`src/rtl/cpu_pkg.sv`:
```
// Shared CPU types and constants for the fetch slice.
// Word/address typedefs, reset PC, PC step, NOP and the IF/ID bundle.
package cpu_pkg;

  typedef logic [31:0] word_t;
  typedef logic [31:0] addr_t;

  localparam addr_t RESET_PC_DEF = 32'h0000_0000;
  localparam int    PC_STEP_DEF  = 4;
  localparam word_t NOP          = 32'h0000_0000;

  typedef struct packed {
    logic  valid;
    word_t inst;
    addr_t pc4;
  } if_id_t;

  function automatic addr_t align(addr_t a);
    return a & ~addr_t'(3);
  endfunction

endpackage

```
`src/rtl/fetch_unit_if.sv`:
```
// Fetch-side bus: ROM port, redirect inputs and IF/ID handshake.
// master = fetch stage, slave = ROM/decode/execute side.
interface fetch_unit_if;
  import cpu_pkg::*;

  addr_t Inst_Addr;
  word_t Inst_In;
  logic  Br_Taken;
  addr_t Br_Target;
  logic  Jmp;
  addr_t Jmp_Target;
  logic  Id_Ready;
  logic  Id_Valid;
  word_t Id_Inst;
  addr_t Id_PC4;

  modport master (
    output Inst_Addr, Id_Valid, Id_Inst, Id_PC4,
    input  Inst_In, Br_Taken, Br_Target,
    input  Jmp, Jmp_Target, Id_Ready
  );

  modport slave (
    input  Inst_Addr, Id_Valid, Id_Inst, Id_PC4,
    output Inst_In, Br_Taken, Br_Target,
    output Jmp, Jmp_Target, Id_Ready
  );

endinterface

```
`src/rtl/fetch_unit_npc_sel.sv`:
```
// Next-PC and IF/ID load/flush select for the fetch stage.
// Branch (older) beats jump, which beats sequential advance.
module npc_sel
  import cpu_pkg::*;
#(
  parameter int PC_STEP = PC_STEP_DEF
) (
  input  addr_t pc,
  input  logic  br_taken,
  input  addr_t br_target,
  input  logic  jmp,
  input  addr_t jmp_target,
  input  logic  id_valid,
  input  logic  id_ready,
  output addr_t npc,
  output logic  ld_pc,
  output logic  ld_ifid,
  output logic  flush
);

  logic adv;
  logic sel_br;
  logic sel_jmp;
  logic sel_adv;

  assign adv     = !id_valid || id_ready;
  assign sel_br  = br_taken;
  assign sel_jmp = jmp && !br_taken;
  assign sel_adv = adv && !br_taken && !jmp;

  always_comb begin
    npc     = pc;
    ld_pc   = 1'b0;
    ld_ifid = 1'b0;
    flush   = 1'b0;
    unique case (1'b1)
      sel_br: begin
        npc   = align(br_target);
        ld_pc = 1'b1;
        flush = 1'b1;
      end
      sel_jmp: begin
        npc   = align(jmp_target);
        ld_pc = 1'b1;
        flush = 1'b1;
      end
      sel_adv: begin
        npc     = pc + addr_t'(PC_STEP);
        ld_pc   = 1'b1;
        ld_ifid = 1'b1;
      end
      default: ;
    endcase
  end

endmodule

```
`src/rtl/fetch_unit.sv`:
```
// Fetch stage: owns PC, drives ROM address, fills IF/ID register.
// Optional FETCH_PERF_EN adds transfer/flush counters.
module fetch_unit
  import cpu_pkg::*;
#(
  parameter addr_t RESET_PC = RESET_PC_DEF,
  parameter int    PC_STEP  = PC_STEP_DEF
) (
  input  logic          Clk,
  input  logic          Clrn,
  fetch_unit_if.master  bus
`ifdef FETCH_PERF_EN
  ,
  output word_t         Perf_Fetch,
  output word_t         Perf_Flush
`endif
);

  addr_t  pc;
  addr_t  npc;
  if_id_t ifid;
  logic   ld_pc;
  logic   ld_ifid;
  logic   flush;

  npc_sel #(
    .PC_STEP (PC_STEP)
  ) u_npc_sel (
    .pc         (pc),
    .br_taken   (bus.Br_Taken),
    .br_target  (bus.Br_Target),
    .jmp        (bus.Jmp),
    .jmp_target (bus.Jmp_Target),
    .id_valid   (ifid.valid),
    .id_ready   (bus.Id_Ready),
    .npc        (npc),
    .ld_pc      (ld_pc),
    .ld_ifid    (ld_ifid),
    .flush      (flush)
  );

  // On advance npc is PC+step, which is exactly the captured PC+4.
  always_ff @(posedge Clk or negedge Clrn) begin
    if (!Clrn) begin
      pc   <= RESET_PC;
      ifid <= '{valid: 1'b0, inst: NOP, pc4: '0};
    end else begin
      if (ld_pc)
        pc <= npc;
      if (flush)
        ifid.valid <= 1'b0;
      else if (ld_ifid)
        ifid <= '{valid: 1'b1, inst: bus.Inst_In, pc4: npc};
    end
  end

  assign bus.Inst_Addr = pc;
  assign bus.Id_Valid  = ifid.valid;
  assign bus.Id_Inst   = ifid.inst;
  assign bus.Id_PC4    = ifid.pc4;

`ifdef FETCH_PERF_EN
  word_t fetch_q;
  word_t flush_q;

  always_ff @(posedge Clk or negedge Clrn) begin
    if (!Clrn) begin
      fetch_q <= '0;
      flush_q <= '0;
    end else begin
      if (ifid.valid && bus.Id_Ready)
        fetch_q <= fetch_q + 32'd1;
      if (bus.Br_Taken || bus.Jmp)
        flush_q <= flush_q + 32'd1;
    end
  end

  assign Perf_Fetch = fetch_q;
  assign Perf_Flush = flush_q;
`endif

endmodule

```
`src/flat_wrapper.sv`:
```
// flat-port wrapper written by rule: the top's interface ports become plain ports
module fetch_unit_flat import cpu_pkg::*;
#(
  parameter addr_t RESET_PC = RESET_PC_DEF,
  parameter int    PC_STEP  = PC_STEP_DEF
)
  (Clk, Clrn, bus_Inst_Addr, bus_Id_Valid, bus_Id_Inst, bus_Id_PC4, bus_Inst_In, bus_Br_Taken, bus_Br_Target, bus_Jmp, bus_Jmp_Target, bus_Id_Ready);
  fetch_unit_if bus_i ();
  input  logic Clk;
  input  logic Clrn;
  output wire logic [$bits(bus_i.Inst_Addr)-1:0] bus_Inst_Addr;
  output wire logic [$bits(bus_i.Id_Valid)-1:0] bus_Id_Valid;
  output wire logic [$bits(bus_i.Id_Inst)-1:0] bus_Id_Inst;
  output wire logic [$bits(bus_i.Id_PC4)-1:0] bus_Id_PC4;
  input wire logic [$bits(bus_i.Inst_In)-1:0] bus_Inst_In;
  input wire logic [$bits(bus_i.Br_Taken)-1:0] bus_Br_Taken;
  input wire logic [$bits(bus_i.Br_Target)-1:0] bus_Br_Target;
  input wire logic [$bits(bus_i.Jmp)-1:0] bus_Jmp;
  input wire logic [$bits(bus_i.Jmp_Target)-1:0] bus_Jmp_Target;
  input wire logic [$bits(bus_i.Id_Ready)-1:0] bus_Id_Ready;
  assign bus_Inst_Addr = bus_i.Inst_Addr;
  assign bus_Id_Valid = bus_i.Id_Valid;
  assign bus_Id_Inst = bus_i.Id_Inst;
  assign bus_Id_PC4 = bus_i.Id_PC4;
  assign bus_i.Inst_In = bus_Inst_In;
  assign bus_i.Br_Taken = bus_Br_Taken;
  assign bus_i.Br_Target = bus_Br_Target;
  assign bus_i.Jmp = bus_Jmp;
  assign bus_i.Jmp_Target = bus_Jmp_Target;
  assign bus_i.Id_Ready = bus_Id_Ready;
  fetch_unit #(.RESET_PC(RESET_PC), .PC_STEP(PC_STEP)) u_core (.Clk(Clk), .Clrn(Clrn), .bus(bus_i));
endmodule
```
`config.mk`:
```
export PLATFORM = sky130hd
export DESIGN_NAME = fetch_unit_flat
export DESIGN_NICKNAME = d
export VERILOG_FILES = /design/src/rtl/cpu_pkg.sv /design/src/rtl/fetch_unit_if.sv /design/src/rtl/fetch_unit_npc_sel.sv /design/src/rtl/fetch_unit.sv /design/src/flat_wrapper.sv
export SDC_FILE = /design/constraint.sdc
export NUM_CORES = 1
export LEC_CHECK = 0
export BUFFER_PORTS_ARGS = -buffer_cell sky130_fd_sc_hd__buf_2
export CAP_MARGIN = 20
export CORE_AREA = 2 2 109 100
export CTS_BUF_LIST = sky130_fd_sc_hd__clkbuf_4
export DETAILED_ROUTE_END_ITERATION = 10
export DIE_AREA = 0 0 111 102
export PLACE_DENSITY = 0.79
export SKIP_CTS_REPAIR_TIMING = 1
export SYNTH_ARGS = -nofsm -noshare
export SYNTH_HDL_FRONTEND = slang
export SYNTH_SLANG_ARGS = --single-unit
```
`constraint.sdc`:
```
create_clock -name Clk -period 2 [get_ports Clk]
set_input_delay 0.2 -clock Clk [delete_from_list [all_inputs] [get_ports Clk]]
set_output_delay 0.2 -clock Clk [all_outputs]
set_load 0.05 [all_outputs]
```
-- Yosys cells after proc, flatten, opt, wreduce, memory -nomap -nowiden
Index checks and enable logic that the tools add are counted.
- logic and storage cells: 23
- bits of input ports: 101
- output and inout port bits: 97
- register bits: 97
- muxes and demuxes: 6
- bitwise logic cells: 1
- reductions and logical operators: 11
- $add $sub $neg: 1
- operators with widths (kind ; count):
    one-hot mux 32 bit (3 select lines) ; 1
    2-to-1 mux 65 bit ; 1
    adder 32 x 3 -> 32 bit (second input constant) ; 1
    2-to-1 mux 1 bit ; 4
    logical AND 1 bit ; 3
    logical NOT 1 bit ; 3
    OR reduction 3 bit ; 1
    AND reduction 2 bit ; 1
    nonzero test 2 bit ; 1
    OR reduction 2 bit ; 1
    logical OR 1 bit ; 1
    inverter 1 bit ; 1

-- Longest topological paths before layout
Gate-level depths: netlist (run 1).
- depth after elaboration: 7
- depth in mapped cells: 7
- depth with buffers taken out: 6

-- Modules after synthesis
From an unflattened synthesis (run 1), not the netlist that was laid out.
- cells, all modules: 454
- area, all modules: 5434.0 um^2
- by module, submodules not included (module ; area an instance (um^2) ; instances ; sequential area each (um^2) ; cells each):
    fetch_unit ; 3921.3 ; 1 ; 2427.3 ; 207
    npc_sel ; 1512.7 ; 1 ; 0.0 ; 247

-- Worst setup path before layout (run 1)
No wires, ideal clock.
- path kind: reg2reg
- start: reg u_core.pc[2] (netlist: u_core.bus.Inst_Addr[2])
- end: reg u_core.pc[22] (netlist: u_core.bus.Inst_Addr[22])
- stages on the path, launching flop included: 8
- required time: 1877 ps
- buffers on the path: 1
- data arrival time: 2150 ps
- path slack: -273 ps
- clock period less this slack: 2273 ps
- setup time: 123 ps
- path through: dfrtp_1 -> ha_1 -> and2_1 -> clkbuf_1 -> nand3_4 -> nor3_1 -> a21oi_1 -> o2bb2a_2
- cells in the longest elaborated chain, start to end: 2
- RTL lines (what ; line ; source):
    from (decl) ; fetch_unit.sv:19 ; addr_t pc;
    from (signal assigned) ; fetch_unit.sv:49 ; pc <= npc;
    adder 32 x 3 -> 32 bit ; fetch_unit_npc_sel.sv:48 ; npc = pc + addr_t'(PC_STEP);
    one-hot mux 32 bit (3 select lines) ; fetch_unit_npc_sel.sv:36 ; unique case (1'b1)
Every way passes these cells.
A chain may end at the register's enable or synchronous reset.

-- Final worst setup path (run 1)
- start: reg u_core.pc[15] (netlist: u_core.bus.Inst_Addr[15])
- end: reg u_core.pc[25] (netlist: u_core.bus.Inst_Addr[25])
The elaborated chain is that of the path after synthesis.

==> results of run 1 <==
==> cells by family (layout without fill, tap and decap cells) <==
family / Yosys count / in the layout / synth area share, %
simple gates: 232 / 232 / 22.1
compound gates: 162 / 162 / 19.8
flops: 97 / 97 / 48.9
buf+inv: 53 / 291 / 4.21
xor+xnor: 26 / 26 / 4.59
fa+ha+maj: 1 / 1 / 0.252
mux: 1 / 1 / 0.202
other cells: 0 / 1 / 0
==> layout by cell type, fill, tap and decap left out, types with 9 or more instances in the layout <==
| master | instances |
|---|---|
| a21oi_1 | 61 |
| dlygate4sd3_1 | 36 |
| dfrtp_2 | 11 |
| inv_1 | 18 |
| buf_4 | 26 |
| nand3_1 | 10 |
| o21ai_0 | 50 |
| nor2_1 | 18 |
| nand4_1 | 9 |
| buf_2 | 192 |
| nand2_1 | 156 |
| a2bb2oi_1 | 14 |
| xnor2_1 | 21 |
| clkbuf_4 | 9 |
| dfrtp_1 | 86 |
==> sequential cells by signal, indices dropped and copies added (netlist names) <==
| name | cells |
|---|---|
| u_core.bus.Id_Valid | 1 |
| u_core.bus.Id_PC4 | 32 |
| u_core.bus.Inst_Addr | 32 |
| u_core.bus.Id_Inst | 32 |
==> where the power goes <==
part | switching [mW] | leakage (nW) | internal (mW)
clock network | 0.738 | 0.0688 | 0.280
logic | 1.64 | 2.13 | 0.618
registers | 0.232 | 1.19 | 2.24
total | 2.62 | 3.39 | 3.14
==> routing by layer <==
layer	share of wire, %	routed length [microns]	global-route usage [%]
met1	41	6460	33.8
met5	0	0	0
met3	7.9	1250	5.58
met2	49	7650	43.3
met4	2.2	352	8.85
==> how the worst min path moves through the flow <==
stage | from | endpoint | slack [ns] | cells after the start
after floorplan | Clrn | u_core.bus.Id_Inst[0] | -0.1 | 0
after global placement | Clrn | u_core.bus.Inst_Addr[20] | 0.22 | 1
after detailed placement | Clrn | u_core.bus.Inst_Addr[20] | 0.23 | 1
after CTS | Clrn | u_core.bus.Inst_Addr[20] | -0.28 | 1
after global routing | bus_Br_Target[8] | u_core.bus.Inst_Addr[8] | 0.02 | 2
final | bus_Br_Target[19] | u_core.bus.Inst_Addr[19] | 0.02 | 3
==> stage by stage <==
step	cell area [sq um]	setup slack (ns)	util, %
finish	6740	0.00499	66.7
CTS	6360	0.0515	62.9
floorplan	4990	-0.0281	-
global placement	6230	0.144	61.6
detailed placement	6230	0.0913	61.6
global route	6740	-0.0646	66.7
==> critical path, cell delays in order, from the launching register on <==
cell and delay [ns]:
dfrtp_1 0.48, and3_1 0.25, nand4_2 0.32, nor4_2 0.39, a21oi_1 0.13, o2bb2a_1 0.31
==> layout make-up <==
cell class / count / area (sq um) / share of cell area (%)
multi-input cells: 422 / 2360 / 35.0
clock buffers: 9 / 67.6 / 1.00
diodes: 1 / 2.50 / 0.0371
inverters: 18 / 67.6 / 1.00
flip-flops and latches: 97 / 2440 / 36.2
well taps: 129 / 161 / 2.39
clock inverters: 7 / 65.1 / 0.965
repair buffers: 257 / 1580 / 23.4
==> flow_summary.toml, run 1 <==
[outcome]
status = "finished clean"

[clock_tree]
clk_latency_ns = 0.45
tritoncts = "yes"
htreeDepth = 3
clockBufferDepth = 2
root_buffer = "clkbuf_4"
clock_sink_count = 97
clk_pin_slew_ns = 0.16
cts_buffers = 9

[power]
p_leak_nw = 3.39
total_power_mw = 5.76
p_per_area_mw_per_mm2 = 854
irDropWorstVdd_mv = 0.477

[grt]
grt_max_degree = 57
track_usage_pct = 25.8
grt_pass1_vias = 4752
antenna_found_initial = 1
grt-ovfl-total = 0
grt_pass1_wl_microns = 23400

[placement]
port_buffers = 193
dp.cells = 887
gp_congestion = 0.891
hpwlAfterDp_microns = 11200

[synth]
synth_ff_type = "dfrtp_1"
synth.most_common_cell = "nand2_1"
synth_warnings = 0
synth_top_area_share_pct = 48.9
async_flop_share_pct = 100
netlist_instances = 572
synth_area_leaders = "dfrtp_1 49%, nand2_1 12%, a21oi_1 6.1%, o21ai_0 5.0%, xnor2_1 3.7%"
synthDistinctLibCells = 51
ys_seq_area_share_pct = 48.9
ys_seq_elements = 97
syn_area_per_cell_sq_um = 8.68
netlist_top_cells_count = "157 x nand2_1, 97 x dfrtp_1, 61 x a21oi_1, 50 x o21ai_0"
syn_nets = 674
post-synth-top-area-cell = "dfrtp_1"
synth_area_sq_mm = 0.00496
synth_edf_count = 0

[cells_and_area]
n_fill_cell = 842
layout-drive-gt1-share_pct = 33.0
layout.cells.non_filler = 940
area_growth_pct = 35.8
nets = 907

[critical_path]
startpoint = "u_core.bus.Inst_Addr[15]"
critPathCapture = "u_core.bus.Inst_Addr[25]"
crit_type = "register to register"
ff2ff_setup_slack_ns = 0.005
r2r_cells = 5
crit_arrival_ns = 2.33
cp-start-kind = "register"
r2r_end = "u_core.bus.Inst_Addr[25]"
end_kind = "register"
timing.rr.start = "u_core.bus.Inst_Addr[15]"
cp_data_required_time_ns = 2.33
crit_fanout = 7

[floorplan]
dieArea_sq_mm = 0.0113
pin_count = 198
start_util_pct = 49.1
core_area_sq_mm = 0.0101
num_rows = 35
die_w_microns = 111
die_y_microns = 102

[timing]
finalCritPeriodShare_pct = 99.8
fin_worst_skew_ns = 0.0235
slew_violations = 0
hold_ws_ns = 0.0236
setup-violations-final = 0
rsz0062_at_grt = "yes"
hold_viol_final = 0
setup_tns_ns = 0
slew_headroom_pct = 55.6
worstMarginPinSlew_ns = 0.662
fmax_mhz = 501
period_needed_ns = 2.00

[detailed_routing]
avgRoutedWirePerCell_microns = 16.7
drt_iter0_markers = 372
route.vias.total = 5168
ant_nets = 0
post-route-drc-count = 0
wl_microns = 15700
drt-pass1-iter-count = 5
via_per_inst = 5.50

[min_path]
hp-class = "input port to register"

[job]
maxCapViolCount = 0
Note: power is estimated with default switching activity, not from simulation.
==> run 2: changes to the inputs <==
--- a/config.mk
+++ b/config.mk
@@ -7,11 +7,11 @@
 export LEC_CHECK = 0
 export BUFFER_PORTS_ARGS = -buffer_cell sky130_fd_sc_hd__buf_2
 export CAP_MARGIN = 20
-export CORE_AREA = 2 2 109 100
+export CORE_AREA = 2 2 105 96
 export CTS_BUF_LIST = sky130_fd_sc_hd__clkbuf_4
 export DETAILED_ROUTE_END_ITERATION = 10
-export DIE_AREA = 0 0 111 102
-export PLACE_DENSITY = 0.79
+export DIE_AREA = 0 0 107 98
+export PLACE_DENSITY = 0.85
 export SKIP_CTS_REPAIR_TIMING = 1
 export SYNTH_ARGS = -nofsm -noshare
 export SYNTH_HDL_FRONTEND = slang
==> constraint.sdc (replaced) <==
create_clock -name Clk -period 2.5 [get_ports Clk]
set_input_delay 0.25 -clock Clk [delete_from_list [all_inputs] [get_ports Clk]]
set_output_delay 0.25 -clock Clk [all_outputs]
set_load 0.05 [all_outputs]
==> run 2 against run 1 <==
Sequential cell count did not move. Routed wire length fell by 3.5%. Worst setup slack improved by 0.29 ns. Clock power fell by 7%. Critical path depth rose by 1. Utilization rose by 1.6 points. Critical path type unchanged. Largest power group unchanged. Highest routed layer unchanged.
==> flow_summary.toml, run 2 (synthesized netlist as in run 1, its figures left out) <==
[power]
p_per_area_mw_per_mm2 = 723
irDropWorstVdd_mv = 0.379
p_leak_nw = 3.29

[timing]
setup-violations-final = 0
hold_viol_final = 0
finalCritPeriodShare_pct = 88.0
rsz0062_at_grt = "no"
slew_violations = 0
slew_headroom_pct = 49.9
worstMarginPinSlew_ns = 0.752
fmax_mhz = 454
setup_tns_ns = 0
period_needed_ns = 2.20
fin_worst_skew_ns = 0.0126

[clock_tree]
clk_latency_ns = 0.44
clk_pin_slew_ns = 0.15
root_buffer = "clkbuf_4"
cts_buffers = 9
clock_sink_count = 97
clockBufferDepth = 2
tritoncts = "yes"
htreeDepth = 3

[min_path]
hp-class = "input port to register"

[cells_and_area]
nets = 881
layout_common_cells = "192 x buf_2, 156 x nand2_1, 97 x dfrtp_1"
diodes = 0
final_common_cell = "buf_2"
area_growth_pct = 30.4
layout-drive-gt1-share_pct = 30.5
layout.cells.non_filler = 909

[detailed_routing]
ant_nets = 0
wl_microns = 15200
post-route-drc-count = 0
drt_iter0_markers = 356
route.vias.total = 5087
avgRoutedWirePerCell_microns = 16.7
drt-pass1-iter-count = 5
via_per_inst = 5.60

[floorplan]
core_area_sq_mm = 0.00949
num_rows = 34
die_y_microns = 98
dieArea_sq_mm = 0.0105
die_w_microns = 107
start_util_pct = 52.3
pin_count = 198

[placement]
hpwlAfterDp_microns = 10900
dp.cells = 871
port_buffers = 193
gp_congestion = 0.890

[critical_path]
path_buf_inv = 0
cp-start-kind = "register"
slowest_stage = "dfrtp_1"
path_cells = "ha_1 > and2_1 > nand3_4 > nor3_1 > a21oi_1 > o2bb2a_2"
crit_type = "register to register"
crit_arrival_ns = 2.53
ff2ff_setup_slack_ns = 0.30
crit_fanout = 9
cp_data_required_time_ns = 2.83
max_stage_delay_ns = 0.49
critPathTopFamily = "simple AND/OR/NAND/NOR gates"
end_kind = "register"

[outcome]
status = "finished clean"

[grt]
grt_max_degree = 50
grt_pass1_wl_microns = 23200
track_usage_pct = 28.0
antenna_found_initial = 0
grt_pass1_vias = 4861
grt-ovfl-total = 0

[job]
maxCapViolCount = 0
[run 2: final timing paths]
path	start	endpoint	cells past startpoint
worst max register to register	u_core.bus.Inst_Addr[2]	u_core.bus.Inst_Addr[24]	6
worst min register to register	u_core.bus.Id_Inst[30]	u_core.bus.Id_Inst[30]	2
worst min-delay path	bus_Inst_In[6]	u_core.bus.Id_Inst[6]	3
max in group asynchronous	Clrn	u_core.bus.Inst_Addr[11]	3
worst max-delay path	u_core.bus.Inst_Addr[2]	u_core.bus.Inst_Addr[24]	6
min in group asynchronous	Clrn	u_core.bus.Id_Valid	2
[run 2: where the power goes]
group / leakage [nW] / switching (mW) / internal, mW / total [mW]
Combinational: 2.00 / 1.28 / 0.453 / 1.73
Sequential: 1.21 / 0.205 / 1.79 / 2.00
Clock: 0.0868 / 0.541 / 0.409 / 0.950
Total: 3.29 / 2.03 / 2.65 / 4.68
[run 2: layer usage]
metal  global-route usage [%]  vias to the layer above  share of wire, %
met5                        0                        -                 0
met4                     10.7                        0               3.2
met2                     47.1                      257                50
met3                     6.01                       43               7.4
met1                     35.4                     2398                40
li1                         -                     2389                 -
[run 2: cell type report]
type | count | area [sq um]
fillers | 777 | 3010
repair buffers | 231 | 1320
clock inverters | 6 | 91.3
inverters | 18 | 67.6
well taps | 126 | 158
flip-flops and latches | 97 | 2430
clock buffers | 9 | 67.6
multi-input cells | 422 | 2340
[run 2: tightest hold or removal path, delay by kind of cell]
family	cells	cell delay, ns
and+or+nand+nor	2	0.09
buffers and inverters	1	0.08
[run 2: stage by stage]
step / worst slack (ns) / utilization [%] / total power, mW / area (sq um) / hold slack (ns)
global route: 0.235 / 68.3 / 4.88 / 6480 / 0.000761
detailed placement: 0.384 / 64.2 / 3.72 / 6090 / 0.302
CTS: 0.359 / 65.8 / 4.65 / 6250 / -0.193
floorplan: 0.227 / - / 3.21 / 4960 / -0.0456
finish: 0.300 / 68.3 / 4.68 / 6480 / 0.00490
global placement: 0.523 / 64.2 / 3.67 / 6090 / 0.294
